===== src/rtl/seq_divider_if.sv =====
// Operand/result handshake bundle for seq_divider; master is the operand source
// and result consumer, slave is the divider.
interface seq_divider_if #(
    parameter int WIDTH = 8
);
    logic             in_valid;
    logic             in_ready;
    logic [WIDTH-1:0] dividend;
    logic [WIDTH-1:0] divisor;
    logic             out_valid;
    logic             out_ready;
    logic [WIDTH-1:0] quotient;
    logic [WIDTH-1:0] remainder;
    logic             div_by_zero;

    modport master (
        output in_valid, dividend, divisor, out_ready,
        input  in_ready, out_valid, quotient, remainder, div_by_zero
    );

    modport slave (
        input  in_valid, dividend, divisor, out_ready,
        output in_ready, out_valid, quotient, remainder, div_by_zero
    );
endinterface


===== src/rtl/seq_divider.sv =====
// Restoring unsigned divider, one quotient bit per clock: result WIDTH cycles after accept
// (divide-by-zero: 1 cycle); result is held stable under out_ready=0, no new operands until consumed.
module seq_divider #(
    parameter int WIDTH = 8
) (
    input logic        clk,
    input logic        rst_n,
    seq_divider_if.slave bus
);
    localparam int CW = $clog2(WIDTH);

    typedef enum logic [1:0] {IDLE, CALC, DONE} state_t;

    state_t           state_q, state_d;
    logic [WIDTH:0]   p_q, p_d;
    logic [WIDTH-1:0] q_q, q_d;
    logic [WIDTH-1:0] dvs_q, dvs_d;
    logic [CW-1:0]    cnt_q, cnt_d;
    logic             dz_q, dz_d;
    logic [WIDTH:0]   shifted;
    logic [WIDTH:0]   trial;

    always_ff @(posedge clk) begin
        if (!rst_n) begin
            state_q <= IDLE;
            p_q     <= '0;
            q_q     <= '0;
            dvs_q   <= '0;
            cnt_q   <= '0;
            dz_q    <= 1'b0;
        end else begin
            state_q <= state_d;
            p_q     <= p_d;
            q_q     <= q_d;
            dvs_q   <= dvs_d;
            cnt_q   <= cnt_d;
            dz_q    <= dz_d;
        end
    end

    always_comb begin
        state_d = state_q;
        p_d     = p_q;
        q_d     = q_q;
        dvs_d   = dvs_q;
        cnt_d   = cnt_q;
        dz_d    = dz_q;
        shifted = {p_q[WIDTH-1:0], q_q[WIDTH-1]};
        trial   = shifted - {1'b0, dvs_q};

        case (state_q)
            IDLE: begin
                if (bus.in_valid) begin
                    dvs_d   = bus.divisor;
                    q_d     = bus.dividend;
                    p_d     = '0;
                    dz_d    = (bus.divisor == '0);
                    cnt_d   = (bus.divisor == '0) ? '0 : CW'(WIDTH - 1);
                    state_d = CALC;
                end
            end
            CALC: begin
                // A zero divisor spends its single CALC cycle forming the saturated result.
                if (dz_q) begin
                    q_d     = '1;
                    p_d     = {1'b0, q_q};
                    state_d = DONE;
                end else begin
                    p_d = trial[WIDTH] ? shifted : trial;
                    q_d = {q_q[WIDTH-2:0], ~trial[WIDTH]};
                    if (cnt_q == '0) begin
                        state_d = DONE;
                    end else begin
                        cnt_d = cnt_q - CW'(1);
                    end
                end
            end
            DONE: begin
                if (bus.out_ready) begin
                    state_d = IDLE;
                end
            end
            default: state_d = IDLE;
        endcase
    end

    assign bus.in_ready    = (state_q == IDLE);
    assign bus.out_valid   = (state_q == DONE);
    assign bus.quotient    = (state_q == DONE) ? q_q : '0;
    assign bus.remainder   = (state_q == DONE) ? p_q[WIDTH-1:0] : '0;
    assign bus.div_by_zero = (state_q == DONE) && dz_q;
endmodule

===== src/flat_wrapper.sv =====
// flat-port wrapper written by rule: the top's interface ports become plain ports
module seq_divider_flat 
#(
    parameter int WIDTH = 8
)
  (clk, rst_n, bus_in_valid, bus_dividend, bus_divisor, bus_out_ready, bus_in_ready, bus_out_valid, bus_quotient, bus_remainder, bus_div_by_zero);
  seq_divider_if #(.WIDTH(WIDTH)) bus_i ();
  input logic clk;
  input logic rst_n;
  input wire logic [$bits(bus_i.in_valid)-1:0] bus_in_valid;
  input wire logic [$bits(bus_i.dividend)-1:0] bus_dividend;
  input wire logic [$bits(bus_i.divisor)-1:0] bus_divisor;
  input wire logic [$bits(bus_i.out_ready)-1:0] bus_out_ready;
  output wire logic [$bits(bus_i.in_ready)-1:0] bus_in_ready;
  output wire logic [$bits(bus_i.out_valid)-1:0] bus_out_valid;
  output wire logic [$bits(bus_i.quotient)-1:0] bus_quotient;
  output wire logic [$bits(bus_i.remainder)-1:0] bus_remainder;
  output wire logic [$bits(bus_i.div_by_zero)-1:0] bus_div_by_zero;
  assign bus_i.in_valid = bus_in_valid;
  assign bus_i.dividend = bus_dividend;
  assign bus_i.divisor = bus_divisor;
  assign bus_i.out_ready = bus_out_ready;
  assign bus_in_ready = bus_i.in_ready;
  assign bus_out_valid = bus_i.out_valid;
  assign bus_quotient = bus_i.quotient;
  assign bus_remainder = bus_i.remainder;
  assign bus_div_by_zero = bus_i.div_by_zero;
  seq_divider #(.WIDTH(WIDTH)) u_core (.clk(clk), .rst_n(rst_n), .bus(bus_i));
endmodule

===== config.mk =====
export PLATFORM = sky130hd
export DESIGN_NAME = seq_divider_flat
export DESIGN_NICKNAME = d
export VERILOG_FILES = /design/src/rtl/seq_divider_if.sv /design/src/rtl/seq_divider.sv /design/src/flat_wrapper.sv
export SDC_FILE = /design/constraint.sdc
export NUM_CORES = 1
export LEC_CHECK = 0
export ABC_AREA = 1
export CAP_MARGIN = 5
export CORE_MARGIN = 2
export CORE_UTILIZATION = 47
export DETAILED_ROUTE_END_ITERATION = 7
export GPL_ROUTABILITY_DRIVEN = 1
export PLACE_DENSITY = 0.76
export SLEW_MARGIN = 30
export SYNTH_ARGS = -nofsm -noshare
export SYNTH_HDL_FRONTEND = slang
export SYNTH_SLANG_ARGS = --single-unit

===== constraint.sdc =====
create_clock -name clk -period 1.85 [get_ports clk]
set_clock_uncertainty 0.05 [all_clocks]
set_input_delay 0.37 -clock clk [delete_from_list [all_inputs] [get_ports clk]]
set_output_delay 0.37 -clock clk [all_outputs]
set_load 0.02 [all_outputs]

* Word-level counts from Yosys, hierarchy flattened
Index checks and enable logic that the tools add are counted.
Word-level totals: output and inout bits 19, input bits 20, flip-flop bits (word level) 30, logic and storage cells 44
Cells by class: reduce and logical (&&, ||, !) cells 9, bitwise operators 1, add/sub/neg operators 2, equality and inequality tests 7, muxes and demuxes 19
Operator list (count):
- $mux 8 | 7
- $pmux 8 s2 | 2
- $mux 3 | 4
- $sub 9x8->9 | 1
- $logic_not 8->1 | 1
- $mux 2 | 4
- $ne 2x2->1 const B | 4
- $pmux 2 s3 | 1
- $pmux 3 s2 | 1
- $reduce_and 2->1 | 2
- $reduce_and 4->1 | 1
- $logic_not 3->1 | 1
- $ne 3x1->1 const B | 1
- $reduce_and 3->1 | 1
- $sub 3x1->3 const B | 1
- $eq 2x1->1 const B | 1
- $eq 2x2->1 const B | 1
- $logic_not 2->1 | 1
- $reduce_bool 2->1 | 1
- $logic_and 1x1->1 | 1
- $not 1->1 | 1

* Longest topological paths before layout
depth in word-level cells 4, mapped depth 15, gate-level depth less buffers 15

* Least setup slack after synthesis
No wires, ideal clock.
path kind register to output, start point register u_core.state_q[1], end point output port bus_quotient[0], cell stages (with the launch flop) 6, data arrival time 1573 ps, path slack -143 ps, buffers on the path 1, cell sequence dfxtp_1 inv_1 nor2_1 clkinv_1 clkbuf_1 nor2_1
On the way: cells in the longest elaborated chain, start to end 2
RTL lines:
- start: declaration | line seq_divider.sv:14 | state_t state_q, state_d;
- start signal: assignment | line seq_divider.sv:32 | state_q <= state_d;
- $eq 2x2->1
- via bus_out_valid | line flat_wrapper.sv:15 | output wire logic [$bits(bus_i.out_valid)-1:0] bus_out_valid;
- $mux 8 | line seq_divider.sv:89 | assign bus.quotient = (state_q == DONE) ? q_q : '0;
- end: declaration | line flat_wrapper.sv:16 | output wire logic [$bits(bus_i.quotient)-1:0] bus_quotient;
The timed path passes the listed nets, and every way through them passes these cells.

* Worst setup path in the final report
start point register u_core.q_q[7], end point register u_core.p_q[2]
On the way: cells in the longest elaborated chain, start to end 4
RTL lines:
- start: declaration | line seq_divider.sv:16 | logic [WIDTH-1:0] q_q, q_d;
- start signal: assignment | line seq_divider.sv:34 | q_q <= q_d;
- $sub 9x8->9 | line seq_divider.sv:49 | trial = shifted - {1'b0, dvs_q};
- $mux 8 | line seq_divider.sv:69 | p_d = trial[WIDTH] ? shifted : trial;
- $mux 8 | line seq_divider.sv:64 | if (dz_q) begin
- $pmux 8 s2 | line seq_divider.sv:51 | case (state_q)
- end signal: assignment | line seq_divider.sv:33 | p_q <= p_d;
- end: declaration | line seq_divider.sv:15 | logic [WIDTH:0] p_q, p_d;
Every way passes these cells. A chain may end at the register's enable or synchronous reset.

==> impl_metrics.ini <==
[drt]
wl_per_cell_microns = 13.3
viasPerCell = 5.21
route.vias.total = 2220
dr.first_iter.drc_count = 189
drc_errors = 0
ant_nets = 0
totalWireLength_microns = 5660
firstDrtPassIters = 5

[floorplan]
io_pins = 39
initial_utilization_pct = 49.9
fp.dieArea_sq_um = 4880
row_count = 23
coreArea_sq_um = 4090
die_y_microns = 69.9
die-width_microns = 69.9

[synthesis]
ys_warn_count = 0
yosysSeqAreaShare_pct = 29.5
syn_avg_cell_area_sq_um = 6.57
synthMuxAreaShare_pct = 0
synth-xor-area-share_pct = 1.29
synth_seq_cells = 30
synth_compound_area_share_pct = 19.5
synth_top_family_by_area = simple AND/OR/NAND/NOR gates
yosys.area_share.simple_pct = 28.5
yosys.area.top_type = dfxtp_1
synth_top_area_share_pct = 29.5
yosys.area_share.adder_pct = 7.12
synthDistinctLibCells = 32
synthTopCellsByArea = dfxtp_1 (29%), inv_1 (11%), nand2_1 (10%)
synth_nets = 341
netlist_area_sq_um = 2040
synth_cells = 310

[worst_setup_path]
startpoint = u_core.q_q[7]
cp-start-kind = register
crit_path_max_fanout = 5
critPathArrivalTime_ns = 2.08
cp-end-kind = register
worstReg2RegStart = u_core.q_q[7]
critical_path_class = register to register
cp.required_ns = 2.02

[cells_and_area]
nets = 406
antenna_cells = 0
multi_input_area_sq_um = 1290
final_cell_area_sq_um = 2810
final_util_pct = 68.7
area_growth_pct = 37.8
drive_above_1_share_pct = 27.1
ff_latch_area_sq_um = 602
fill_cells = 345

[sta]
slew_headroom_pct = 75.2
max_freq_mhz = 525
period_share_pct = 103
rsz0062_at_grt = true
worst_pin_slew_ns = 0.371
setup_viol = 8
post-route-min-period_ns = 1.91
slew_violations = 0
hold_viol_final = 0
setup_slack_ns = -0.0552

[grt]
grt_overflow_total = 0
antenna_found_initial = 0
grt_max_degree = 19
grt_pass1_vias = 2049
grtUsageTotal_pct = 23.4
grt_pass1_wl_microns = 9160

[power_and_ir_drop]
p_leak_nw = 1.32
vdd_drop_max_mv = 0.647
total_power_mw = 2.55
power.density_nw_per_um2 = 908

[clocking]
insertion_delay_ns = 0.29
cts_tree = yes
cts_root_buffer = clkbuf_8
htree_levels = 2
cts_buffer_depth = 2
cts.sinks = 30
postCtsHoldBufs = 0
clk_pin_slew_ns = 0.07
cts_buffers = 5

[placement]
placed_area_sq_um = 2640
post-place-ws_ns = -0.0641
hpwl_microns = 3970
gp_congestion = 0.871
port_buffers = 38

[status]
violations = negative setup slack
status = finished with violations

[run]
drv_cap = 0

[worst_hold_path]
hp-class = register to register
hold_start = u_core.dvs_q[3]
==> logic make-up (layout without fill, tap and decap cells) <==
group / Yosys count / in the layout
simple gates: 125 / 128
buf+inv: 75 / 138
compound gates: 66 / 66
flops: 30 / 30
fa+ha+maj: 11 / 11
xor+xnor: 3 / 3
==> layer usage <==
| layer | wire [microns] | part of all wire (%) | up-vias | GRT usage [%] |
|---|---|---|---|---|
| met5 | 0 | 0 | - | 0 |
| met4 | 162 | 2.9 | 0 | 9.40 |
| met3 | 295 | 5.2 | 19 | 4.18 |
| met2 | 2710 | 48 | 84 | 39.3 |
| met1 | 2490 | 44 | 1003 | 29.6 |
| li1 | - | - | 1114 | - |
==> final timing paths <==
| kind | to | slack (ns) | cells after the start |
|---|---|---|---|
| max | u_core.p_q[2] | -0.06 | 14 |
| min | u_core.dvs_q[3] | 0.42 | 2 |
| max reg2reg | u_core.p_q[2] | -0.06 | 14 |
| min reg2reg | u_core.dvs_q[3] | 0.42 | 2 |
==> worst max-delay path, cell delays in order, from the launching register on <==
cell and delay [ns]:
dfxtp_2 0.33, inv_2 0.05, ha_4 0.15, fa_2 0.35
inv_2 0.06, nand2_2 0.05, nand2_4 0.08, nand3_4 0.11
nand2_4 0.10, nand2_4 0.08, nand2_4 0.10, nand2_1 0.06
nand3_1 0.08, nand2_1 0.07, a21oi_2 0.11
==> registers in the layout, summed over array words and instances (netlist names) <==
register and count:
u_core.state_q 2, u_core.p_q 8, u_core.dvs_q 8, u_core.dz_q 1
u_core.cnt_q 3, u_core.q_q 8
==> metrics by stage <==
stage	TNS (ns)	hold WS [ns]	std cells
after floorplan	-0.00817	0.385	310
after global placement	-0.0859	0.405	411
after detailed placement	-0.536	0.409	411
after CTS	-0.123	0.422	425
after global routing	-0.977	0.459	426
final	-0.256	0.418	426
==> cell usage after synthesis <==
cell type and count:
inv_1 61, nand2_1 55, dfxtp_1 30, nor2_1 30
a21oi_1 25, nand3_1 21, o21ai_0 16, ha_1 10
a21oi_2 9, o22ai_1 9, nand2_2 6, buf_2 5
clkbuf_1 5, inv_2 3, nor2_2 3, a211oi_1 2
nand2_4 2, nor2_4 2, o21ai_1 2, xnor2_1 2
a21oi_4 1, a221oi_1 1, clkinv_1 1, fa_1 1
nand3_2 1, nand3_4 1, nand3b_1 1, nand4_1 1
nor3_1 1, o211ai_1 1, or2_4 1, xor2_1 1
==> cell usage in the layout, fill, tap and decap left out, drive strengths merged, types with 6 or more instances in the layout <==
cell / n
buf: 44
clkdlybuf4s50: 19
inv: 64
dfxtp: 30
o22ai: 9
o21ai: 18
nand3: 24
nand2: 65
clkbuf: 6
a21oi: 35
nor2: 35
ha: 10
==> layout make-up <==
class,count,area share (%)
clock buffer,6,2.94
sequential,30,21.4
multi-input combinational,208,45.8
inverter,65,8.69
timing repair buffer,65,18.4
clock inverter,2,0.445
tap,50,2.23
==> what timing repair did <==
| item | 4_1_cts | 5_1_grt |
|---|---|---|
| endpoints found under the hold margin | 0 | 0 |
| buffers inserted | 3 | 1 |
| pin swaps | 7 | 7 |
| gates cloned | 3 | 0 |
| gates resized for setup | 58 | 31 |
| setup endpoints to repair | 26 | 26 |
==> power by group <==
group          switching (mW)  internal, mW  leakage (nW)  total [mW]
clock                   0.268         0.299        0.0472       0.567
sequential             0.0570         0.728         0.248       0.785
combinational           0.711         0.488          1.03        1.20
Note: power is estimated with default switching activity, not from simulation.
